## config.mk

```make
export PLATFORM = sky130hd
export DESIGN_NAME = multicycle_control
export DESIGN_NICKNAME = d
export VERILOG_FILES = /design/src/rtl/multicycle_control_pkg.sv /design/src/rtl/multicycle_control_alu_control.sv /design/src/rtl/multicycle_control.sv
export SDC_FILE = /design/constraint.sdc
export NUM_CORES = 1
export LEC_CHECK = 0
export ABC_AREA = 1
export CAP_MARGIN = 10
export CORE_ASPECT_RATIO = 1.2
export CORE_UTILIZATION = 30
export DETAILED_ROUTE_END_ITERATION = 12
export GPL_TIMING_DRIVEN = 0
export PLACE_DENSITY = 0.6
export SETUP_SLACK_MARGIN = 0.3
export SYNTH_ARGS = -nofsm -noshare
export SYNTH_HDL_FRONTEND = slang
export SYNTH_SLANG_ARGS = --single-unit
```

## constraint.sdc

```tcl
create_clock -name clk -period 2.6 [get_ports clk]
set_clock_uncertainty 0.2 [all_clocks]
set_input_delay 0.52 -clock clk [delete_from_list [all_inputs] [get_ports clk]]
set_output_delay 0.52 -clock clk [all_outputs]
set_load 0.01 [all_outputs]
```

## src/rtl/multicycle_control_pkg.sv

```systemverilog
// Shared definitions for the multicycle CPU controller: state encodings,
// opcode/funct fields, ALU control words and ALU operation selectors.
package multicycle_control_pkg;

  typedef enum logic [3:0] {
    S_FETCH     = 4'd0,
    S_DECODE    = 4'd1,
    S_R_EXEC    = 4'd2,
    S_R_WB      = 4'd3,
    S_MEM_ADDR  = 4'd4,
    S_MEM_READ  = 4'd5,
    S_MEM_WRITE = 4'd6,
    S_LW_WB     = 4'd7,
    S_BRANCH    = 4'd8,
    S_JUMP      = 4'd9,
    S_ADDI_EXEC = 4'd10,
    S_ADDI_WB   = 4'd11,
    S_HALT      = 4'd12
  } state_t;

  localparam logic [5:0] OP_RTYPE = 6'b000000;
  localparam logic [5:0] OP_LW    = 6'b100011;
  localparam logic [5:0] OP_SW    = 6'b101011;
  localparam logic [5:0] OP_BEQ   = 6'b000100;
  localparam logic [5:0] OP_J     = 6'b000010;
  localparam logic [5:0] OP_ADDI  = 6'b001000;

  localparam logic [5:0] FUNCT_ADD = 6'b100000;
  localparam logic [5:0] FUNCT_SUB = 6'b100010;
  localparam logic [5:0] FUNCT_AND = 6'b100100;
  localparam logic [5:0] FUNCT_OR  = 6'b100101;
  localparam logic [5:0] FUNCT_SLT = 6'b101010;

  localparam logic [3:0] ALU_ADD = 4'b0010;
  localparam logic [3:0] ALU_SUB = 4'b0110;
  localparam logic [3:0] ALU_AND = 4'b0000;
  localparam logic [3:0] ALU_OR  = 4'b0001;
  localparam logic [3:0] ALU_SLT = 4'b0111;

  localparam logic [1:0] ALUOP_ADD   = 2'b00;
  localparam logic [1:0] ALUOP_SUB   = 2'b01;
  localparam logic [1:0] ALUOP_FUNCT = 2'b10;

endpackage

```

## src/rtl/multicycle_control_alu_control.sv

```systemverilog
// Combinational ALU control decoder: {alu_op, funct} -> 4-bit ALU control word
// plus a flag for an unsupported R-type funct.
module multicycle_control_alu_control
  import multicycle_control_pkg::*;
(
  input  logic [1:0] alu_op,
  input  logic [5:0] funct,
  output logic [3:0] alu_ctrl,
  output logic       illegal
);

  always_comb begin
    alu_ctrl = ALU_ADD;
    illegal  = 1'b0;
    case (alu_op)
      ALUOP_SUB: alu_ctrl = ALU_SUB;
      ALUOP_FUNCT: begin
        case (funct)
          FUNCT_ADD: alu_ctrl = ALU_ADD;
          FUNCT_SUB: alu_ctrl = ALU_SUB;
          FUNCT_AND: alu_ctrl = ALU_AND;
          FUNCT_OR:  alu_ctrl = ALU_OR;
          FUNCT_SLT: alu_ctrl = ALU_SLT;
          default:   illegal  = 1'b1;
        endcase
      end
      default: alu_ctrl = ALU_ADD;
    endcase
  end

endmodule

```

## src/rtl/multicycle_control.sv

```systemverilog
// Multicycle sequencer: steps FETCH->DECODE->EXEC->MEM->WB, drives the datapath
// enables, stalls on mem_ready and halts on illegal instructions or memory timeout.
module multicycle_control
  import multicycle_control_pkg::*;
#(
  parameter int MEM_TIMEOUT = 16,
  parameter bit ENABLE_ADDI = 1'b1
) (
  input  logic       clk,
  input  logic       reset,
  input  logic [5:0] opcode,
  input  logic [5:0] funct,
  input  logic       mem_ready,
  output logic       pcWrite,
  output logic       pcWriteCond,
  output logic [1:0] pcSource,
  output logic       iorD,
  output logic       memRead,
  output logic       memWrite,
  output logic       irWrite,
  output logic       memToReg,
  output logic       regDst,
  output logic       regWrite,
  output logic       aluSrcA,
  output logic [1:0] aluSrcB,
  output logic [3:0] aluCtrl,
  output logic       instr_done,
  output logic       halted,
  output logic       bus_error
);

  localparam logic [15:0] TIMEOUT_LIMIT = 16'(MEM_TIMEOUT);

  state_t      state_q, state_d;
  logic [15:0] tmo_cnt_q, tmo_cnt_d;
  logic        bus_error_q, bus_error_d;
  logic [1:0]  alu_op;
  logic        funct_illegal;
  logic        waiting;

  // ALU operation depends only on the current state, keeping the decoder
  // feedback into next-state logic free of combinational loops.
  always_comb begin
    alu_op = ALUOP_ADD;
    case (state_q)
      S_R_EXEC: alu_op = ALUOP_FUNCT;
      S_BRANCH: alu_op = ALUOP_SUB;
      default:  alu_op = ALUOP_ADD;
    endcase
  end

  multicycle_control_alu_control u_alu_control (
    .alu_op   (alu_op),
    .funct    (funct),
    .alu_ctrl (aluCtrl),
    .illegal  (funct_illegal)
  );

  always_comb begin
    pcWrite     = 1'b0;
    pcWriteCond = 1'b0;
    pcSource    = 2'b00;
    iorD        = 1'b0;
    memRead     = 1'b0;
    memWrite    = 1'b0;
    irWrite     = 1'b0;
    memToReg    = 1'b0;
    regDst      = 1'b0;
    regWrite    = 1'b0;
    aluSrcA     = 1'b0;
    aluSrcB     = 2'b00;
    instr_done  = 1'b0;
    waiting     = 1'b0;
    state_d     = state_q;
    tmo_cnt_d   = 16'd0;
    bus_error_d = bus_error_q;

    case (state_q)
      S_FETCH: begin
        memRead = 1'b1;
        aluSrcB = 2'b01;
        if (mem_ready) begin
          irWrite = 1'b1;
          pcWrite = 1'b1;
          state_d = S_DECODE;
        end else begin
          waiting = 1'b1;
        end
      end
      S_DECODE: begin
        aluSrcB = 2'b11;
        case (opcode)
          OP_RTYPE:     state_d = S_R_EXEC;
          OP_LW, OP_SW: state_d = S_MEM_ADDR;
          OP_BEQ:       state_d = S_BRANCH;
          OP_J:         state_d = S_JUMP;
          OP_ADDI:      state_d = ENABLE_ADDI ? S_ADDI_EXEC : S_HALT;
          default:      state_d = S_HALT;
        endcase
      end
      S_R_EXEC: begin
        aluSrcA = 1'b1;
        state_d = funct_illegal ? S_HALT : S_R_WB;
      end
      S_R_WB: begin
        regDst     = 1'b1;
        regWrite   = 1'b1;
        instr_done = 1'b1;
        state_d    = S_FETCH;
      end
      S_MEM_ADDR: begin
        aluSrcA = 1'b1;
        aluSrcB = 2'b10;
        state_d = (opcode == OP_LW) ? S_MEM_READ : S_MEM_WRITE;
      end
      S_MEM_READ: begin
        iorD    = 1'b1;
        memRead = 1'b1;
        if (mem_ready) state_d = S_LW_WB;
        else           waiting = 1'b1;
      end
      S_MEM_WRITE: begin
        iorD     = 1'b1;
        memWrite = 1'b1;
        if (mem_ready) begin
          instr_done = 1'b1;
          state_d    = S_FETCH;
        end else begin
          waiting = 1'b1;
        end
      end
      S_LW_WB: begin
        memToReg   = 1'b1;
        regWrite   = 1'b1;
        instr_done = 1'b1;
        state_d    = S_FETCH;
      end
      S_BRANCH: begin
        aluSrcA     = 1'b1;
        pcWriteCond = 1'b1;
        pcSource    = 2'b01;
        instr_done  = 1'b1;
        state_d     = S_FETCH;
      end
      S_JUMP: begin
        pcWrite    = 1'b1;
        pcSource   = 2'b10;
        instr_done = 1'b1;
        state_d    = S_FETCH;
      end
      S_ADDI_EXEC: begin
        aluSrcA = 1'b1;
        aluSrcB = 2'b10;
        state_d = S_ADDI_WB;
      end
      S_ADDI_WB: begin
        regWrite   = 1'b1;
        instr_done = 1'b1;
        state_d    = S_FETCH;
      end
      S_HALT:  state_d = S_HALT;
      default: state_d = S_HALT;
    endcase

    // Counter is zero on every state change, so it restarts on each access.
    if (waiting && (MEM_TIMEOUT != 0)) begin
      tmo_cnt_d = tmo_cnt_q + 16'd1;
      if (tmo_cnt_d == TIMEOUT_LIMIT) begin
        state_d     = S_HALT;
        bus_error_d = 1'b1;
        tmo_cnt_d   = 16'd0;
      end
    end
  end

  assign halted    = (state_q == S_HALT);
  assign bus_error = bus_error_q;

  always_ff @(posedge clk) begin
    if (reset) begin
      state_q     <= S_FETCH;
      tmo_cnt_q   <= 16'd0;
      bus_error_q <= 1'b0;
    end else begin
      state_q     <= state_d;
      tmo_cnt_q   <= tmo_cnt_d;
      bus_error_q <= bus_error_d;
    end
  end

endmodule

```

==> results of run 1 <==
## kinds of logic (layout without fill, tap and decap cells)
logic type / count (synthesis) / in the layout / synth area share [%]
xor+xnor: 4 / 4 / 2.32
buf+inv: 46 / 91 / 12.2
compound gates: 24 / 24 / 9.29
simple gates: 156 / 156 / 45.6
fa+ha+maj: 3 / 3 / 2.49
other cells: 1 / 1 / 0.249
flops: 21 / 21 / 27.9
## cell type report
class / count / area [um^2] / area share (%)
Clock inverter: 1 / 5.00 / 0.233
Clock buffer: 3 / 41.3 / 1.92
Sequential cell: 21 / 437 / 20.3
Buffer: 2 / 18.8 / 0.874
Tap cell: 58 / 72.6 / 3.38
Multi-Input combinational cell: 188 / 1010 / 47.1
Timing Repair Buffer: 41 / 392 / 18.2
Inverter: 44 / 170 / 7.92
## layout by cell type (no fill, tap or decap), types with 4 or more instances in the layout
cell	netlist	layout
dlygate4sd2_1	0	5
o21ai_0	8	7
buf_4	1	8
nor2_1	55	46
nor2_2	3	4
nand2_2	2	5
inv_2	1	10
nand3_1	22	22
dfxtp_4	0	4
nor2_4	2	10
nand2_1	55	52
a21oi_1	8	7
inv_1	43	32
clkdlybuf4s50_1	0	16
nand4_1	11	11
dfxtp_1	21	16
dlymetal6s2s_1	0	7
## cells in the mapped netlist
| master | instances |
|---|---|
| buf_4 | 1 |
| inv_1 | 43 |
| nand2_4 | 1 |
| nand2_1 | 55 |
| and3_1 | 1 |
| inv_2 | 1 |
| xnor2_1 | 3 |
| nand3_1 | 22 |
| o211ai_1 | 2 |
| nor2_4 | 2 |
| a221o_1 | 1 |
| xor2_1 | 1 |
| o21ai_1 | 1 |
| ha_1 | 3 |
| conb_1 | 1 |
| o21bai_1 | 2 |
| dfxtp_1 | 21 |
| nor2_1 | 55 |
| a31oi_1 | 1 |
| nand4_1 | 11 |
| nor2_2 | 3 |
| o21ai_0 | 8 |
| nand2_2 | 2 |
| nand3_2 | 1 |
| nor3_1 | 3 |
| a21oi_1 | 8 |
| o221ai_1 | 1 |
| buf_6 | 1 |
## stage by stage
stage          setup TNS [ps]  setup WS [ps]  hold WS [ps]
3_3_place_gp             -660           -217           243
2_1_floorplan               0            345           230
5_1_grt                     0            167           268
3_5_place_dp             -581           -193           244
4_1_cts                     0            181           257
6_report                    0            260           240
## power breakdown
group / internal [mW] / leakage, nW / switching, mW
registers: 0.371 / 0.173 / 0.0592
clock network: 0.107 / 0.0255 / 0.111
logic: 0.373 / 0.787 / 0.462
## critical path: stages, from the launching register on
cell and delay, ps:
dfxtp_4 390, inv_4 40, nor2_4 90, inv_2 60, nor2_4 90, inv_2 60
ha_4 240, inv_4 60, nand4_1 90, o21ai_1 90, buf_2 140
## layer usage
layer	GRT usage (%)	vias up
li1	-	894
met5	0	-
met1	17.5	715
met2	26.6	48
met4	6.81	0
met3	2.86	7
## sequential cells by signal, indices dropped and copies added, names as in the netlist
name and flops:
bus_error 1, state_q 4, tmo_cnt_q 16
## worst max path at each step
stage,endpoint,slack (ps),cells after the start
after floorplan,aluCtrl[0],350,9
after global placement,aluCtrl[0],-220,6
after CTS,aluCtrl[1],180,9
after global routing,aluCtrl[2],170,10
final,aluCtrl[2],260,10
after detailed placement,aluCtrl[0],-190,6
## timing repair
action                                  in CTS  in global routing
cloned                                       0                  0
hold buffers                                 0                  0
pin swaps                                    4                 12
endpoints found under the hold margin        0                  0
buffers inserted                             2                  5
endpoints found under the setup margin      13                 25
gates resized for setup                     42                 38
==> run_results.csv, run 1 <==
group,metric,value,unit
critical_path,critPathLaunch,"state_q[3]",
hold_path,holdPathEnd,"tmo_cnt_q[0]",
place,dpl.hpwl,2970,um
synthesis,syn_area,1510,um^2
critical_path,r2r_cells,13,
layout,nFillCells,495,
synthesis,synth_warnings,0,
synthesis,synth_cells,255,
layout,stdcell_area,2150,um^2
clocking,htreeDepth,1,
die,die_area,5320,um^2
pwr,finalPower,1.48,mW
die,start_util,32.1,%
grt,grt_pass1_vias,1549,
layout,fin_util,45.8,%
timing,period_minus_slack,2340,ps
routing,wl_met3,199,um
clocking,ctsLongestPathBuffers,2,
routing,drc,0,
grt,grtUsageTotal,15.2,%
critical_path,r2r_end,"tmo_cnt_q[1]",
die,rows,27,
clocking,clkLatencyLatePin,270,ps
synthesis,yosys.area.top_type,"dfxtp_1",
die,die_y,79.7,um
layout,layout-drive-gt1-share,20.3,%
pwr,power_density,690,nW/um^2
grt,antenna_found_initial,0,
hold_path,worst_hold_path_type,"register to register",
layout,nets,319,
place,port_buffers,34,
routing,wl_met1,1720,um
routing,first_pass_iters,4,
synthesis,synth-seq-cells,21,
critical_path,crit_fanout,3,
timing,fmax,427,MHz
place,gp_congestion,0.844,
critical_path,critPathArrivalTime,1620,ps
layout,area_growth,42.4,%
critical_path,reg2reg_from,"tmo_cnt_q[1]",
routing,drt-total-wl,3820,um
synthesis,yosys-top-cells-area,"dfxtp_1 28%, nand2_1 14%, nor2_1 14%",
hold_path,hold_depth,1,
routing,wire_per_inst,10.7,um
hold_path,min_from,"tmo_cnt_q[0]",
synthesis,syn_nets,273,
pwr,p_leak,0.986,nW
clocking,cts_buffers,3,
die,die_w,66.7,um
grt,grt-ovfl-total,0,
layout,layoutNonFillerInstCount,358,
routing,via_count,1664,
routing,ant_nets,0,
status,status,"complete, no violations",
timing,fin_crit_sh,90.0,%
routing,viasPerCell,4.65,
synthesis,yosysTopAreaCellShare,27.9,%
clocking,clkSlewWorstSetupHoldPaths,80,ps
die,io_pins,36,
critical_path,critPathKind,"register to output port",
critical_path,rrSetupSlack,490,ps
routing,drtIter0Drc,66,
clocking,cts.sinks,21,
place,place_area,1920,um^2
pwr,ir_drop,460,uV
run,cap_viol_max_count,0,
routing,route.met2.wl,1810,um
timing,slew_violations,0,
routing,top_layer,"met4",
timing,setup_violations,0,
timing,rsz0062_at_grt,"true",
synthesis,yosysSeqAreaShare,27.9,%
grt,grt_pass1_wl,6240,um
grt,grt_max_degree,13,
timing,hold_viol_final,0,
synthesis,ys_types,28,
layout,n_antenna_cell,0,
place,dp_cells,347,
critical_path,start_kind,"register",
critical_path,end_kind,"output port",
critical_path,crit_required,1880,ps
die,coreArea,4700,um^2
clocking,cts_tree,"built",
synthesis,avgSynthCellArea,5.92,um^2
clocking,root_buffer,"clkbuf_8",
Note: power is estimated with default switching activity, not from simulation.
==> run 2, diff against run 1 <==
--- a/config.mk
+++ b/config.mk
@@ -12,6 +12,7 @@
 export DETAILED_ROUTE_END_ITERATION = 12
 export GPL_TIMING_DRIVEN = 0
 export PLACE_DENSITY = 0.6
+export RECOVER_POWER = 25
 export SETUP_SLACK_MARGIN = 0.3
 export SYNTH_ARGS = -nofsm -noshare
 export SYNTH_HDL_FRONTEND = slang
==> run 2 against run 1 <==
Largest power group unchanged. Final cell count did not move. Utilization fell by 0.56 points. Clock power barely moved. Largest cell class unchanged.
==> run_results.csv, run 2 (synthesis gave the netlist of run 1 again) <==
group,metric,value,unit
clocking,root_buffer,"clkbuf_8",
timing,setup_violations,0,
routing,ant_nets,0,
timing,period_minus_slack,2340,ps
pwr,finalPower,1.47,mW
die,die_area,5320,um^2
die,die_y,79.7,um
critical_path,crit_slowest_cell,"dfxtp_4",
layout,nets,319,
layout,final_cell_mix,"54 x nand2_1, 48 x nor2_1, 32 x inv_1, 22 x nand3_1, 16 x dfxtp_1",
die,coreArea,4700,um^2
layout,area_growth,40.6,%
layout,regMostFlops,"tmo_cnt_q",
timing,finalWorstSetupSlack,263,ps
grt,grt_pass1_wl,6240,um
pwr,ir_drop,461,uV
critical_path,crit_chain,"nor2_4, inv_2, nor2_4, inv_2, ha_4, inv_4, nand4_1, o21ai_1, buf_2",
status,status,"complete, no violations",
grt,antenna_found_initial,0,
die,start_util,32.1,%
clocking,ctsLongestPathBuffers,2,
timing,fin_crit_sh,89.9,%
grt,grt_max_degree,13,
layout,largest_reg_flops,16,
critical_path,crit_required,1880,ps
grt,grt_pass1_vias,1549,
timing,slew_violations,0,
routing,via_count,1662,
timing,fmax,428,MHz
place,place_ws,-193,ps
critical_path,slowest_delay,370,ps
routing,viasPerCell,4.64,
clocking,htreeDepth,1,
grt,grtUsageTotal,15.2,%
grt,grt-ovfl-total,0,
layout,layout_commonest_cell,"nand2_1",
layout,layout-drive-gt1-share,19.0,%
routing,drtIter0Drc,74,
die,die_w,66.7,um
die,io_pins,36,
place,port_buffers,34,
routing,drc,0,
critical_path,end_kind,"output port",
layout,nFillCells,499,
place,dpl.hpwl,2970,um
layout,n_antenna_cell,0,
hold_path,worst_hold_path_type,"register to register",
routing,wire_per_inst,10.7,um
critical_path,critPathTopFamily,"flip-flops",
pwr,p_leak,0.949,nW
timing,rsz0062_at_grt,"true",
critical_path,crit_fanout,4,
critical_path,critPathKind,"register to output port",
clocking,cts.sinks,21,
critical_path,critPathBufInv,4,
clocking,clkSlewWorstSetupHoldPaths,70,ps
clocking,cts_buffers,3,
clocking,cts_tree,"built",
routing,first_pass_iters,5,
pwr,power_density,692,nW/um^2
run,cap_viol_max_count,0,
place,gp_congestion,0.844,
routing,drt-total-wl,3830,um
die,rows,27,
clocking,clkLatencyLatePin,260,ps
critical_path,critPathArrivalTime,1620,ps
critical_path,start_kind,"register",
timing,hold_viol_final,0,
## run 2: final timing paths
check | cells after the start | startpoint | slack [ps] | endpoint
setup / recovery | 9 | state_q[0] | 260 | aluCtrl[2]
hold / removal | 1 | tmo_cnt_q[0] | 240 | tmo_cnt_q[0]
setup reg to reg | 13 | tmo_cnt_q[1] | 330 | tmo_cnt_q[8]
hold reg to reg | 1 | tmo_cnt_q[0] | 240 | tmo_cnt_q[0]
## run 2: per-stage QoR
step / setup TNS [ps] / hold WS [ps] / instance area [um^2] / std cells / utilization [%]
finish: 0 / 240 / 2120 / 358 / 45.2
global route: 0 / 268 / 2120 / 358 / 45.2
CTS: 0 / 257 / 2020 / 353 / 43.0
detailed placement: -581 / 244 / 1920 / 347 / 40.9
global placement: -660 / 243 / 1920 / 347 / 40.9
floorplan: 0 / 230 / 1510 / 255 / -
## run 2: metal layers
layer	vias up	wire, um	track usage (%)
met5	-	0	0
met4	0	89	6.81
met3	7	182	2.86
met2	47	1800	26.6
met1	716	1760	17.5
li1	892	-	-
## run 2: cell type report
cell class / count / area [um^2] / share of cell area, %
clock inverter: 1 / 5.00 / 0.236
timing repair buffer: 41 / 380 / 17.9
multi-input combinational: 188 / 997 / 47.0
sequential: 21 / 437 / 20.6
clock buffer: 3 / 41.3 / 1.95
inverter: 44 / 170 / 8.02
buffer: 2 / 18.8 / 0.884
tap: 58 / 72.6 / 3.42
## run 2: what timing repair did
action	CTS	global route
buffers inserted	2	5
gates cloned	0	0
endpoints found under the hold margin	0	0
hold buffers	0	0
endpoints found under the setup margin	13	25
resized for setup	42	38
pin swaps	4	12
## run 2: power by group
group | switching (mW) | internal (mW) | leakage, nW
clock network | 0.109 | 0.107 | 0.0255
logic | 0.456 | 0.367 | 0.750
registers | 0.0594 | 0.371 | 0.173
total | 0.624 | 0.844 | 0.949
==> run 3, diff against run 2 <==
--- a/config.mk
+++ b/config.mk
@@ -10,6 +10,7 @@
 export CORE_ASPECT_RATIO = 1.2
 export CORE_UTILIZATION = 30
 export DETAILED_ROUTE_END_ITERATION = 12
+export GPL_ROUTABILITY_DRIVEN = 0
 export GPL_TIMING_DRIVEN = 0
 export PLACE_DENSITY = 0.6
 export RECOVER_POWER = 25
==> results of run 3 <==
Same layout as run 2: the final DEF is identical, and so are final timing and power.
